[src/rtl/present_sbox_layer_detect_pkg.sv]
// PRESENT S-box table and FSM state encoding shared by the S-box layer blocks.
// Latency: n/a (constants and types only).
// Backpressure: n/a.
package present_pkg;

    // PRESENT 4-bit S-box, indexed by the input nibble
    localparam logic [3:0] PRESENT_SBOX [16] = '{
        4'hC, 4'h5, 4'h6, 4'hB, 4'h9, 4'h0, 4'hA, 4'hD,
        4'h3, 4'hE, 4'hF, 4'h8, 4'h4, 4'h7, 4'h1, 4'h2
    };

    // Control FSM encoding: IDLE -> CALC -> [CHECK] -> HOLD -> IDLE
    typedef logic [1:0] fsm_state_t;
    localparam fsm_state_t ST_IDLE  = 2'd0;
    localparam fsm_state_t ST_CALC  = 2'd1;
    localparam fsm_state_t ST_CHECK = 2'd2;
    localparam fsm_state_t ST_HOLD  = 2'd3;

endpackage

[src/rtl/present_sbox_keyadd.sv]
// NIBBLES parallel PRESENT S-boxes followed by a bitwise round-key XOR.
// Latency: purely combinational, zero cycles.
// Backpressure: none; the caller owns all sequencing.
module present_sbox_keyadd
    import present_pkg::*;
#(
    parameter int NIBBLES = 16
) (
    input  logic [4*NIBBLES-1:0] state,
    input  logic [4*NIBBLES-1:0] key,
    output logic [4*NIBBLES-1:0] result
);

    // Substitute every lane, then mix in the matching key nibble
    always_comb begin
        result = '0;
        for (int i = 0; i < NIBBLES; i++) begin
            result[4*i +: 4] = PRESENT_SBOX[state[4*i +: 4]] ^ key[4*i +: 4];
        end
    end

endmodule

[src/rtl/present_sbox_layer_detect.sv]
// PRESENT S-box + key-add layer with redundant evaluation and mismatch alarm.
// Latency: accept -> io_out_valid 2 cycles (spatial) or 3 cycles (temporal).
// Backpressure: one transaction in flight; io_in_ready low until the result handshakes out.
module present_sbox_layer_detect
    import present_pkg::*;
#(
    parameter int NIBBLES    = 16,
    parameter int REDUNDANCY = 0,
    parameter int CNT_W      = 8
) (
    input  logic                 clock,
    input  logic                 reset,
    input  logic                 io_in_valid,
    output logic                 io_in_ready,
    input  logic [4*NIBBLES-1:0] io_state,
    input  logic [4*NIBBLES-1:0] io_key,
    output logic                 io_out_valid,
    input  logic                 io_out_ready,
    output logic [4*NIBBLES-1:0] io_out,
    output logic                 io_out_fault,
    output logic                 io_error,
    input  logic                 io_error_clear,
    output logic [CNT_W-1:0]     io_fault_count
);

    localparam int              W        = 4 * NIBBLES;
    localparam bit              TEMPORAL = (REDUNDANCY != 0);
    localparam logic [CNT_W-1:0] CNT_MAX = '1;
    localparam logic [CNT_W-1:0] CNT_ONE = CNT_W'(1);

    fsm_state_t       fsm_q;
    logic [W-1:0]     state_q;
    logic [W-1:0]     key_q;
    logic [W-1:0]     out_q;
    logic             out_vld_q;
    logic             fault_q;
    logic             error_q;
    logic [CNT_W-1:0] count_q;

    logic [W-1:0]     y0;          // primary evaluation
    logic [W-1:0]     y1;          // reference the primary is compared against
    logic             in_fire;
    logic             result_load;
    logic             mismatch;

    // All outputs come straight from registers; no input reaches an output combinationally
    assign io_in_ready    = (fsm_q == ST_IDLE);
    assign io_out_valid   = out_vld_q;
    assign io_out         = out_q;
    assign io_out_fault   = fault_q;
    assign io_error       = error_q;
    assign io_fault_count = count_q;

    assign in_fire     = io_in_valid && (fsm_q == ST_IDLE);
    assign result_load = TEMPORAL ? (fsm_q == ST_CHECK) : (fsm_q == ST_CALC);
    assign mismatch    = (y0 != y1);

    (* keep_hierarchy = "yes" *)
    present_sbox_keyadd #(.NIBBLES(NIBBLES)) u_copy0 (
        .state  (state_q),
        .key    (key_q),
        .result (y0)
    );

    generate
        if (TEMPORAL) begin : g_temporal
            logic [W-1:0] first_q;

            // First pass result is held so the second pass on the same hardware can be checked against it
            always_ff @(posedge clock or posedge reset) begin
                if (reset) begin
                    first_q <= '0;
                end else if (fsm_q == ST_CALC) begin
                    first_q <= y0;
                end
            end

            assign y1 = first_q;
        end else begin : g_spatial
            logic [W-1:0] state_dup_q;
            logic [W-1:0] key_dup_q;

            // Private input copy for the second datapath so an upset in either register set is visible
            always_ff @(posedge clock or posedge reset) begin
                if (reset) begin
                    state_dup_q <= '0;
                    key_dup_q   <= '0;
                end else if (in_fire) begin
                    state_dup_q <= io_state;
                    key_dup_q   <= io_key;
                end
            end

            (* keep_hierarchy = "yes" *)
            present_sbox_keyadd #(.NIBBLES(NIBBLES)) u_copy1 (
                .state  (state_dup_q),
                .key    (key_dup_q),
                .result (y1)
            );
        end
    endgenerate

    // Control FSM and input capture
    always_ff @(posedge clock or posedge reset) begin
        if (reset) begin
            fsm_q   <= ST_IDLE;
            state_q <= '0;
            key_q   <= '0;
        end else begin
            case (fsm_q)
                ST_IDLE: begin
                    if (in_fire) begin
                        state_q <= io_state;
                        key_q   <= io_key;
                        fsm_q   <= ST_CALC;
                    end
                end
                ST_CALC:  fsm_q <= TEMPORAL ? ST_CHECK : ST_HOLD;
                ST_CHECK: fsm_q <= ST_HOLD;
                ST_HOLD: begin
                    if (io_out_ready) begin
                        fsm_q <= ST_IDLE;
                    end
                end
                default:  fsm_q <= ST_IDLE;
            endcase
        end
    end

    // Result register: a faulted transaction is forced to zero so no corrupted data leaves the block
    always_ff @(posedge clock or posedge reset) begin
        if (reset) begin
            out_q     <= '0;
            fault_q   <= 1'b0;
            out_vld_q <= 1'b0;
        end else if (result_load) begin
            out_q     <= mismatch ? '0 : y0;
            fault_q   <= mismatch;
            out_vld_q <= 1'b1;
        end else if ((fsm_q == ST_HOLD) && io_out_ready) begin
            out_q     <= '0;
            fault_q   <= 1'b0;
            out_vld_q <= 1'b0;
        end
    end

    // Sticky alarm: a new mismatch beats a simultaneous clear
    always_ff @(posedge clock or posedge reset) begin
        if (reset) begin
            error_q <= 1'b0;
        end else if (result_load && mismatch) begin
            error_q <= 1'b1;
        end else if (io_error_clear) begin
            error_q <= 1'b0;
        end
    end

    // Saturating count of faulted transactions
    always_ff @(posedge clock or posedge reset) begin
        if (reset) begin
            count_q <= '0;
        end else if (result_load && mismatch && (count_q != CNT_MAX)) begin
            count_q <= count_q + CNT_ONE;
        end
    end

endmodule

[config.mk]
export PLATFORM = sky130hd
export DESIGN_NAME = present_sbox_layer_detect
export DESIGN_NICKNAME = d
export VERILOG_FILES = /design/src/rtl/present_sbox_layer_detect_pkg.sv /design/src/rtl/present_sbox_keyadd.sv /design/src/rtl/present_sbox_layer_detect.sv
export SDC_FILE = /design/constraint.sdc
export NUM_CORES = 1
export LEC_CHECK = 0
export BUFFER_PORTS_ARGS = -buffer_cell sky130_fd_sc_hd__buf_2
export CELL_PAD_IN_SITES_DETAIL_PLACEMENT = 0
export CELL_PAD_IN_SITES_GLOBAL_PLACEMENT = 2
export CORE_ASPECT_RATIO = 1.5
export CORE_MARGIN = 2
export CORE_UTILIZATION = 42
export DETAILED_ROUTE_END_ITERATION = 7
export HOLD_SLACK_MARGIN = 0.12
export PLACE_DENSITY = 0.95
export SYNTH_ARGS = -nofsm -noshare
export SYNTH_HDL_FRONTEND = slang
export SYNTH_SLANG_ARGS = --single-unit
[constraint.sdc]
create_clock -name clock -period 12.45 [get_ports clock]
set_input_delay 1.8675 -clock clock [delete_from_list [all_inputs] [get_ports clock]]
set_output_delay 1.8675 -clock clock [all_outputs]
set_load 0.01 [all_outputs]
==> metrics.md, run 1 <==
| Metric | Value |
|---|---|
| Remaining DRCs | `0` |
| Drt pass-1 iters | `5` |
| Drt total wl | `between 30000 and 40000 um` |
| Ys Warns | `0` |
| Setup-failing EPs final | `0` |
| Die W | `about 160 um` |
| Fin. max-slew vios | `0` |
| Commonest non-fill, non-tap cell in the layout | `buf_2` |
| Wire length per cell | `18.0 um` |
| Crit Reg-Reg Startpoint | `state_q[52]` |
| Min-delay worst type | `flip-flop to flip-flop` |
| Area Growth Syn to Fin | `12.3%` |
| RSZ-0062 raised after global routing | `no` |
| Fraction of layout cells with a size suffix above 1 | `between 20% and 30%` |
| Flops & latches, synth | `between 200 and 250` |
| Worst-margin pin slew | `1.06 ns` |
| Worst skew pair latency | `0.52 ns` |
| Initial Util | `~42%` |
| Sequential-to-total area share from yosys stat | `about a third` |
| First DRT Iteration DRCs | `between 300 and 400` |
| Initial antenna violation count | `2` |
| Global placement routability congestion | `0.823` |
| Worst path required time | `approximately 13 ns` |
| DP HPWL | `~27000 um` |
| Die Ht | `~240 um` |
| H-tree levels | `1` |
| Fin cells | `around 2000` |
| CP endpoint kind | `flip-flop` |
| Slew HR | `29.5%` |
| Worst r2r dst | `io_out[36]` |
| Placed insts | `1955` |
| Critical path type | `flip-flop to flip-flop` |
| Fin crit share | `between 30% and 40%` |
| Max_cap viols | `0` |
| Detail Route Antenna Nets | `0` |
| Clock Tree Root | `clkbuf_16` |
| Setup TNS | `0 ns` |
| TritonCTS sink count | `~210` |
| Critical Path AT | `between 4 and 5 ns` |
| # resized after CTS | `0` |
| Pin count of the biggest net entering global routing | `roughly 130` |
| Flop2flop setup slack | `7.92 ns` |
| Clock skew | `0.00926 ns` |
| Num CTS Buffers | `23` |
| Distinct cells, synth | `35` |
| Grt ovf | `0` |
| Ports | `approximately 210` |
| Startpoint types | `flip-flop` |
| Port bufs | `about 210` |
| Syn Nets | `1623` |
| Final nets | `roughly 1800` |
| Hold Violations, Final | `0` |
| DR vias | `between 10000 and 15000` |
| Global-route wire length before repair | `56400 um` |
| Vias per inst | `~5.2` |
| CTS tree | `done` |
| Core area | `35800 um^2` |
| Syn avg cell area | `between 10 and 15 um^2` |
| Vias in the first global route | `approximately 10000` |
| Commonest cells after routing, fill and taps aside | `buf_2 (208), dfrtp_1 (205), ha_1 (164), mux2_2 (129), xor2_1 (129)` |
| Result of the run | `completed` |
| Hold-critical path endpoint | `io_out_fault` |
| Critical path peak fanout | `between 60 and 70` |
| Row cnt | `85` |
| R2R depth | `11` |
| Number of setup buffers added after CTS | `0` |
| All-Layer GR Usage | `roughly a fifth` |
| Fin crit period | `between 4 and 5 ns` |
| Cts-stage hold buffer count | `0` |
| Achievable Freq | `221 MHz` |
| Clock-pin slew on the worst setup and hold paths | `about 0.060 ns` |
| Post-Syn Area | `roughly 15000 um^2` |
| Hold path depth | `2` |
| Synth Instances | `between 1000 and 1500` |
| Min-Delay Startpoint | `io_out_fault` |
| Clock buffer depth | `3` |
| Die ar. | `between 30000 and 40000 um^2` |
## critical path: stages, from the launching register on
cell and delay, ns:
dfrtp_1 0.52, inv_1 0.16, ha_1 0.18, inv_1 0.04
mux4_2 0.47, xnor2_1 0.25, xor2_1 0.23, nor4_1 0.59
nand4_1 0.28, nor4_4 0.62, and2_4 0.80, a22o_1 0.24
## stage by stage
step	util [%]	cell area, um^2	hold WS [ns]	setup slack (ns)
3_3_place_gp	45.6	16300	0.460	7.92
4_1_cts	47.6	17100	0.478	7.85
2_1_floorplan	-	15200	0.491	4.99
3_5_place_dp	45.6	16300	0.463	7.87
6_report	47.6	17100	0.478	7.92
5_1_grt	47.6	17100	0.497	7.69
## logic make-up (layout without fill, tap and decap cells)
family / count (synthesis) / count (layout) / share of synthesized area, %
buf+inv: 161 / 352 / 6.06
xor+xnor: 229 / 229 / 13.2
flops: 205 / 205 / 33.7
fa+ha+maj: 164 / 164 / 13.5
other cells: 0 / 1 / 0
mux: 215 / 215 / 19.9
simple gates: 127 / 127 / 3.88
compound gates: 225 / 225 / 9.74
## worst max-delay path by stage
stage / start / end / slack (ns) / cells after the start
after CTS: state_q[52] / io_out[36] / 7.85 / 11
after global routing: state_q[40] / io_out[35] / 7.69 / 11
after floorplan: reset / fsm_q[0] / 4.99 / 1
after global placement: state_q[52] / io_out[38] / 7.92 / 11
after detailed placement: state_q[52] / io_out[13] / 7.87 / 11
final: state_q[52] / io_out[36] / 7.92 / 11
## sequential cells by signal (all words and copies together) (netlist names)
signal and cells:
g_spatial.key_dup_q 64, io_error 1, io_out_fault 1, g_spatial.state_dup_q 36, io_out_valid 1, fsm_q 2
io_out 64, io_fault_count 8, state_q 28
## layer usage
| metal | part of all wire (%) | vias to the layer above | wire length, um | global-route usage [%] |
|---|---|---|---|---|
| li1 | - | 5000 | - | - |
| met1 | 40 | 5122 | 14400 | 22.0 |
| met2 | 53 | 186 | 19200 | 35.5 |
| met3 | 3.5 | 53 | 1270 | 2.28 |
| met4 | 3.2 | 2 | 1170 | 6.61 |
| met5 | 0.019 | - | 7 | 0 |
## synth_stat cells
master / count / area share (%)
dfrtp_1: 205 / 34
ha_1: 164 / 13
mux2_2: 129 / 9.6
xor2_1: 129 / 7.4
inv_1: 101 / 2.5
xnor2_1: 100 / 5.8
o21ai_0: 74 / 2.4
nor2_1: 72 / 1.8
a22o_1: 64 / 3.7
mux4_2: 54 / 8.0
a21oi_1: 42 / 1.4
a211oi_1: 40 / 2.0
mux2i_1: 30 / 2.0
buf_6: 26 / 1.9
clkbuf_1: 19 / 0.47
nand2_1: 16 / 0.40
nor4_1: 16 / 0.66
buf_12: 7 / 0.92
buf_2: 6 / 0.20
nand4_1: 5 / 0.21
nand2b_1: 3 / 0.12
nor2b_1: 3 / 0.12
nor3_1: 3 / 0.099
buf_1: 2 / 0.049
mux4_1: 2 / 0.35
nand3_1: 2 / 0.066
nor3b_1: 2 / 0.099
o21a_1: 2 / 0.099
o311ai_0: 2 / 0.12
a21o_1: 1 / 0.049
and2_1: 1 / 0.041
and2_4: 1 / 0.058
and3_1: 1 / 0.041
and4_1: 1 / 0.058
nor4_4: 1 / 0.14
## final cells by class
cell class / instances / area, um^2
Multi-Input combinational cell: 960 / 9170
Clock inverter: 9 / 76.3
Tap cell: 478 / 598
Sequential cell: 205 / 5130
Inverter: 101 / 387
Timing Repair Buffer: 211 / 1060
Antenna cell: 1 / 2.50
Fill cell: 3329 / 18800
Clock buffer: 31 / 646
Power of run 1 is not shown: default switching activity piles up to over one toggle a cycle in this logic, so the estimate is an artifact.
==> run 2: changes to the inputs <==
- ABC_AREA: not set -> 1
- CORE_UTILIZATION: 42 -> 34
- PLACE_DENSITY: 0.95 -> 0.92
- clock period: 12.45 -> 4.2 ns (I/O delays scaled with it)
==> metrics.md, run 2 <==
| Metric | Value |
|---|---|
| Result of the run | `completed (unchanged)` |
| Grt ovf | `0 (unchanged)` |
| CTS tree | `done (unchanged)` |
| Row cnt | `101 (was 85)` |
| Fin crit period | `3.45 ns (was 4.53 ns)` |
| Initial Util | `34.4% (was 42.4%)` |
| Cell accounting for the most synthesized area | `dfrtp_1 (unchanged)` |
| Commonest cells after routing, fill and taps aside | `nand2_1 (936), inv_1 (343), nand3_1 (272), buf_2 (208), dfrtp_1 (205) (was buf_2 (208), dfrtp_1 (205), ha_1 (164), mux2_2 (129), xor2_1 (129))` |
| Psw | `between 0.009 and 0.01 W` |
| Synth top area share | `29.4% (was 33.7%)` |
| Vias in the first global route | `15600 (was 10200)` |
| Syn avg cell area | `6.97 um^2 (was 11.5 um^2)` |
| CP most frequent cell | `nand2_1 (was inv_1)` |
| Slew HR | `39.1% (was 29.5%)` |
| Critical path peak fanout | `39 (was 64)` |
| Detail Route Antenna Nets | `0 (unchanged)` |
| Synth Instances | `2501 (was 1326)` |
| DR vias | `16000 (was 10400)` |
| First DRT Iteration DRCs | `602 (was 391)` |
| Post-Syn Area | `17400 um^2 (was 15200 um^2)` |
| Min-delay worst type | `input pin to async pin (was flip-flop to flip-flop)` |
| Flops & latches, synth | `205 (unchanged)` |
| Ys Warns | `0 (unchanged)` |
| RSZ-0062 raised after global routing | `no (unchanged)` |
| CP Cell Sequence | `inv_1 > ha_1 > inv_1 > nand2_1 > o21ai_0 > nand2_1 > nand2_1 > nand2_1 > nand2_1 > xor2_1 > nor2_1 > nand2_1 > nor2_1 > nand2_1 > nor2_1 > nand2_4 > buf_12 > nand2_1 > o21ai_0 (was inv_1 > ha_1 > inv_1 > mux4_2 > xnor2_1 > xor2_1 > nor4_1 > nand4_1 > nor4_4 > and2_4 > a22o_1)` |
| Post-synth ARST share | `100% (unchanged)` |
| Port bufs | `208 (unchanged)` |
| Flop2flop setup slack | `0.75 ns (was 7.92 ns)` |
| Setup-failing EPs final | `0 (unchanged)` |
| Worst r2r dst | `io_error (was io_out[36])` |
| Die Ht | `281 um (was 237 um)` |
| Commonest non-fill, non-tap cell in the layout | `nand2_1 (was buf_2)` |
| Flop pwr share | `between 20% and 30%` |
| Die ar. | `53200 um^2 (was 37800 um^2)` |
| Metal2 WL | `24800 um (was 19200 um)` |
| Clock skew | `0.0116 ns (was 0.00926 ns)` |
| Critical path type | `flip-flop to flip-flop (unchanged)` |
| Ports | `209 (unchanged)` |
| Wire length per cell | `13.9 um (was 18.0 um)` |
| PD cells | `869 nW/um^2` |
| Post-synth EDFFs | `0 (unchanged)` |
| Setup TNS | `0 ns (unchanged)` |
| Clk pwr share | `between 10% and 20%` |
| Int Pwr | `approximately 0.0084 W` |
| Critical Path AT | `3.88 ns (was 4.98 ns)` |
| WL met3 | `2630 um (was 1270 um)` |
| CP endpoint kind | `flip-flop (unchanged)` |
| Worst path required time | `4.63 ns (was 12.90 ns)` |
| Clock-pin slew on the worst setup and hold paths | `0.06 ns (about the same)` |
| Number of setup buffers added after CTS | `0 (unchanged)` |
| Worst skew pair latency | `0.56 ns (was 0.52 ns)` |
| Design Area, Final | `20200 um^2 (was 17100 um^2)` |
| Clock Tree Root | `clkbuf_16 (unchanged)` |
| Most numerous cell in the Yosys netlist | `nand2_1 (was dfrtp_1)` |
| Comb power frac | `around three fifths` |
| DP HPWL | `34900 um (was 26800 um)` |
| Area Growth Syn to Fin | `16.0% (was 12.3%)` |
| WL met1 | `18800 um (was 14400 um)` |
| Fin util | `39.9% (was 47.6%)` |
| Cts-stage hold buffer count | `0 (unchanged)` |
| Setup ws final | `0.751 ns (was 7.92 ns)` |
| Clock buffer depth | `3 (unchanged)` |
| Dpl ws | `0.685 ns (was 7.87 ns)` |
| CP peak stage delay | `0.60 ns (was 0.80 ns)` |
| Placed instance area | `19200 um^2 (was 16300 um^2)` |
| R2R depth | `19 (was 11)` |
| FILL cells | `5308 (was 3329)` |
| Syn Nets | `2798 (was 1623)` |
| Distinct cells, synth | `23 (was 35)` |
| Leak | `approximately 11 nW` |
| Global placement routability congestion | `0.863 (was 0.823)` |
| Global-route wire length before repair | `77400 um (was 56400 um)` |
| Worst path slowest cell | `dfrtp_1 (was and2_4)` |
| Worst-margin pin slew | `0.914 ns (was 1.06 ns)` |
| Num CTS Buffers | `26 (was 23)` |
| Vias per inst | `4.71 (was 5.19)` |
| # resized after CTS | `0 (unchanged)` |
| Fin crit share | `82.1% (was 36.4%)` |
| Final nets | `3001 (was 1799)` |
| Pin count of the biggest net entering global routing | `125 (unchanged)` |
| Crit Reg-Reg Startpoint | `state_q[45] (was state_q[52])` |
| Drt pass-1 iters | `5 (unchanged)` |
| Main synth FF type | `dfrtp_1 (unchanged)` |
| Hold Violations, Final | `0 (unchanged)` |
| Drt total wl | `47200 um (was 36000 um)` |
| Startpoint types | `flip-flop (unchanged)` |
| Max_cap viols | `0 (unchanged)` |
| H-tree levels | `1 (unchanged)` |
| Area contributors post-synth | `dfrtp_1 (29%), nand2_1 (20%), ha_1 (12%) (was dfrtp_1 (34%), ha_1 (13%), mux2_2 (9.6%))` |
| Fin. max-slew vios | `0 (unchanged)` |
| Die W | `189 um (was 159 um)` |
| All-Layer GR Usage | `17.7% (was 18.9%)` |
| Achievable Freq | `290 MHz (was 221 MHz)` |
| Remaining DRCs | `0 (unchanged)` |
| Initial antenna violation count | `8 (was 2)` |
| Sw Share | `52.2%` |
| Most common library cells after synthesis | `nand2_1 (939), inv_1 (345), nand3_1 (272) (was dfrtp_1 (205), ha_1 (164), mux2_2 (129), xor2_1 (129), inv_1 (101))` |
| Core area | `50700 um^2 (was 35800 um^2)` |
| TritonCTS sink count | `205 (unchanged)` |
| Max Used Layer | `met5 (unchanged)` |
| Fraction of layout cells with a size suffix above 1 | `17.3% (was 28.7%)` |
| Sequential-to-total area share from yosys stat | `29.4% (was 33.7%)` |
| Peak supply drop | `439 uV` |
==> run 2: how the worst max path moves through the flow <==
stage / slack (ns) / start / end
CTS: 0.67 / state_q[44] / io_error
global placement: 0.71 / state_q[45] / io_error
finish: 0.75 / state_q[45] / io_error
detailed placement: 0.68 / state_q[44] / io_error
global route: 0.26 / state_q[45] / io_error
floorplan: 0.91 / reset / fsm_q[0]
==> run 2: cell families after synthesis <==
logic type      synth area share (%)
compound gates                  5.60
xor+xnor                        1.96
fa+ha+maj                       11.8
buf+inv                         9.09
flops                           29.4
mux                             8.27
simple gates                    33.9
==> run 2: layer usage <==
metal / track usage, % / vias to the layer above
li1: - / 8305
met4: 4.01 / 14
met1: 19.4 / 7360
met3: 3.97 / 60
met5: 0 / -
met2: 34.4 / 235
==> run 2: power groups by stage <==
stage               Combinational [W]  Clock, W  Sequential, W
finish                         0.0108   0.00255        0.00424
global route                   0.0127   0.00272        0.00448
CTS                            0.0109   0.00265        0.00427
detailed placement             0.0108         0        0.00431
global placement               0.0106         0        0.00427
floorplan                     0.00870         0        0.00378
==> run 2: area by class of cell <==
cell class                 count  area, um^2  share of cell area [%]
antenna                        1        2.50                  0.0124
clock buffer                  34         762                    3.77
clock inverter                14         209                    1.03
inverter                     360        1360                    6.70
multi-input combinational   1892       10800                    53.2
sequential                   205        5130                    25.4
tap                          669         837                    4.14
timing repair buffer         219        1170                    5.80
==> run 2: worst max-delay path, delay by kind of cell (launching register included) <==
family                     cells  cell delay, ns
AOI/OAI and AO/OA              2            0.20
xor gates and xnor gates       1            0.17
adders and majority gates      1            0.32
buffers and inverters          3            0.51
DFF                            1            0.60
and+or+nand+nor               12            1.47
==> run 2: per-stage QoR <==
step	hold WS [ns]	std cells	power, W
after global placement	0.455	3345	0.0149
after CTS	0.233	3393	0.0178
after global routing	0.267	3394	0.0200
after floorplan	0.507	2501	0.0125
final	0.241	3394	0.0176
after detailed placement	0.458	3345	0.0152
Power figures use the tool's default switching activity.
==> run 3: changes to the inputs <==
- clock period: 4.2 -> 3.4 ns (I/O delays scaled with it)
==> metrics.md, run 3 (synthesis gave the netlist of run 2 again) <==
| Metric | Value |
|---|---|
| Met2 Resource Use GR | `34.7% (was 34.4%)` |
| Critical path type | `flip-flop to flip-flop (unchanged)` |
| Port bufs | `208 (unchanged)` |
| Gr busiest metal | `met2 (unchanged)` |
| Fin crit share | `89.2% (was 82.1%)` |
| Initial Util | `34.4% (unchanged)` |
| Min-delay worst type | `input pin to flip-flop (was input pin to async pin)` |
| Slew HR | `43.0% (was 39.1%)` |
| Worst-margin pin slew | `0.853 ns (was 0.914 ns)` |
| Fraction of layout cells with a size suffix above 1 | `18.9% (was 17.3%)` |
| Flop2flop setup slack | `0.37 ns (was 0.75 ns)` |
| Drt pass-1 iters | `5 (unchanged)` |
| Global-route wire length before repair | `78100 um (was 77400 um)` |
| Worst skew pair latency | `0.57 ns (was 0.56 ns)` |
| Achievable Freq | `330 MHz (was 290 MHz)` |
| Row cnt | `101 (unchanged)` |
| Placed instance area | `19500 um^2 (was 19200 um^2)` |
| DR vias | `16300 (was 16000)` |
| Die ar. | `53200 um^2 (unchanged)` |
| Vias per inst | `4.75 (was 4.71)` |
| Ports | `209 (unchanged)` |
| Worst r2r dst | `io_out[24] (was io_error)` |
| R2R depth | `18 (was 19)` |
| Clock buffer depth | `3 (unchanged)` |
| Design Area, Final | `20600 um^2 (was 20200 um^2)` |
| Startpoint types | `flip-flop (unchanged)` |
| CTS tree | `done (unchanged)` |
| Clock-pin slew on the worst setup and hold paths | `0.06 ns (about the same)` |
| Critical Path AT | `3.53 ns (was 3.88 ns)` |
| Power Total | `0.0221 W (was 0.0176 W)` |
| Drt total wl | `48000 um (was 47200 um)` |
| Result of the run | `completed (unchanged)` |
| Setup-failing EPs final | `0 (unchanged)` |
| Peak supply drop | `591 uV (was 439 uV)` |
| TritonCTS sink count | `205 (unchanged)` |
| Area Growth Syn to Fin | `18.1% (was 16.0%)` |
| FILL cells | `5317 (was 5308)` |
| Commonest non-fill, non-tap cell in the layout | `nand2_1 (unchanged)` |
| Setup TNS | `0 ns (unchanged)` |
| Vias in the first global route | `15700 (was 15600)` |
| DP HPWL | `36700 um (was 34900 um)` |
| Hold-critical path endpoint | `state_q[51]` |
| Crit Reg-Reg Startpoint | `g_spatial.state_dup_q[22] (was state_q[45])` |
| RSZ-0062 raised after global routing | `no (unchanged)` |
| Clock Tree Root | `clkbuf_16 (unchanged)` |
| H-tree levels | `1 (unchanged)` |
| Global routing usage on met3 | `2.94% (was 3.97%)` |
| Die Ht | `281 um (unchanged)` |
| Critical path peak fanout | `15 (was 39)` |
| Num CTS Buffers | `25 (was 26)` |
| Commonest cells after routing, fill and taps aside | `nand2_1 (936), inv_1 (343), nand3_1 (272), buf_2 (208), dfrtp_1 (197) (was nand2_1 (936), inv_1 (343), nand3_1 (272), buf_2 (208), dfrtp_1 (205))` |
| First DRT Iteration DRCs | `697 (was 602)` |
| CP endpoint kind | `flip-flop (unchanged)` |
| Met1 usage | `20.1% (was 19.4%)` |
| Fin crit period | `3.03 ns (was 3.45 ns)` |
| Global placement routability congestion | `0.862 (was 0.863)` |
| Grt ovf | `0 (unchanged)` |
| Wire length per cell | `14.0 um (was 13.9 um)` |
| Worst path required time | `3.90 ns (was 4.63 ns)` |
| Core area | `50700 um^2 (unchanged)` |
| Hold path depth | `2` |
| Remaining DRCs | `0 (unchanged)` |
| PD cells | `1070 nW/um^2 (was 869 nW/um^2)` |
| Die W | `189 um (unchanged)` |
| Hold Violations, Final | `0 (unchanged)` |
| Fin. max-slew vios | `0 (unchanged)` |
| Min-Delay Startpoint | `io_state[51]` |
| Pin count of the biggest net entering global routing | `75 (was 125)` |
| Leak | `11.6 nW (was 11.4 nW)` |
| Final nets | `3048 (was 3001)` |
| Initial antenna violation count | `3 (was 8)` |
| Clock skew | `0.0237 ns (was 0.0116 ns)` |
| Detail Route Antenna Nets | `0 (unchanged)` |
| All-Layer GR Usage | `18.0% (was 17.7%)` |
| Max_cap viols | `0 (unchanged)` |
-- run 3: final cells by class --
| class | instances | area [um^2] | share of cell area [%] |
|---|---|---|---|
| Antenna cell | 1 | 2.50 | 0.0121 |
| Multi-Input combinational cell | 1892 | 10800 | 52.3 |
| Timing Repair Buffer | 267 | 1590 | 7.71 |
| Tap cell | 669 | 837 | 4.06 |
| Clock inverter | 9 | 178 | 0.863 |
| Clock buffer | 35 | 733 | 3.56 |
| Sequential cell | 205 | 5140 | 25.0 |
| Inverter | 360 | 1360 | 6.58 |
-- run 3: per-layer routing --
layer / vias to the layer above / part of all wire (%)
met4: 4 / 2.4
li1: 8403 / -
met1: 7588 / 41
met5: - / 0.054
met2: 252 / 52
met3: 74 / 4.5
-- run 3: critical path: stages (launching register included) --
cell,delay [ns]
dfrtp_1,0.62
inv_1,0.20
o21ai_0,0.30
nand2_1,0.11
nand2_1,0.08
nand2_1,0.05
nand2_1,0.11
nand2_1,0.06
inv_1,0.05
nor2_1,0.04
nor2_2,0.18
nand2_1,0.08
nor2_1,0.15
nand2_1,0.09
nor2_1,0.19
nand2_4,0.17
buf_12,0.18
buf_4,0.17
o21ai_2,0.12
-- run 3: worst max path at each step --
stage	from	end	cells after the start
floorplan	reset	fsm_q[0]	1
global placement	state_q[52]	io_out[62]	20
detailed placement	state_q[52]	io_out[58]	20
CTS	g_spatial.state_dup_q[25]	io_out[51]	19
global route	state_q[32]	io_out[21]	21
finish	g_spatial.state_dup_q[22]	io_out[24]	18
-- run 3: per-stage QoR --
stage          utilization (%)  hold WS (ns)  setup slack [ns]  cells
5_1_grt                   40.6         0.152            0.0110   3437
2_1_floorplan                -         0.507             0.232   2501
6_report                  40.6         0.169             0.368   3438
4_1_cts                   40.4         0.130            0.0259   3423
3_3_place_gp              38.5         0.449            0.0746   3377
3_5_place_dp              38.5         0.471           -0.0332   3377
-- run 3: timing repair --
action | in CTS | in global routing
setup endpoints to repair | 13 | 72
buffers inserted | 0 | 14
pin swaps | 0 | 1
endpoints found under the hold margin | 28 | 0
gates resized for setup | 2 | 10
hold buffers | 2 | 0
-- run 3: power by group --
part	switching (W)	total [W]	internal (W)
Combinational	0.00860	0.0140	0.00542
Sequential	0.00174	0.00503	0.00328
Clock	0.00114	0.00301	0.00187
Total	0.0115	0.0221	0.0106
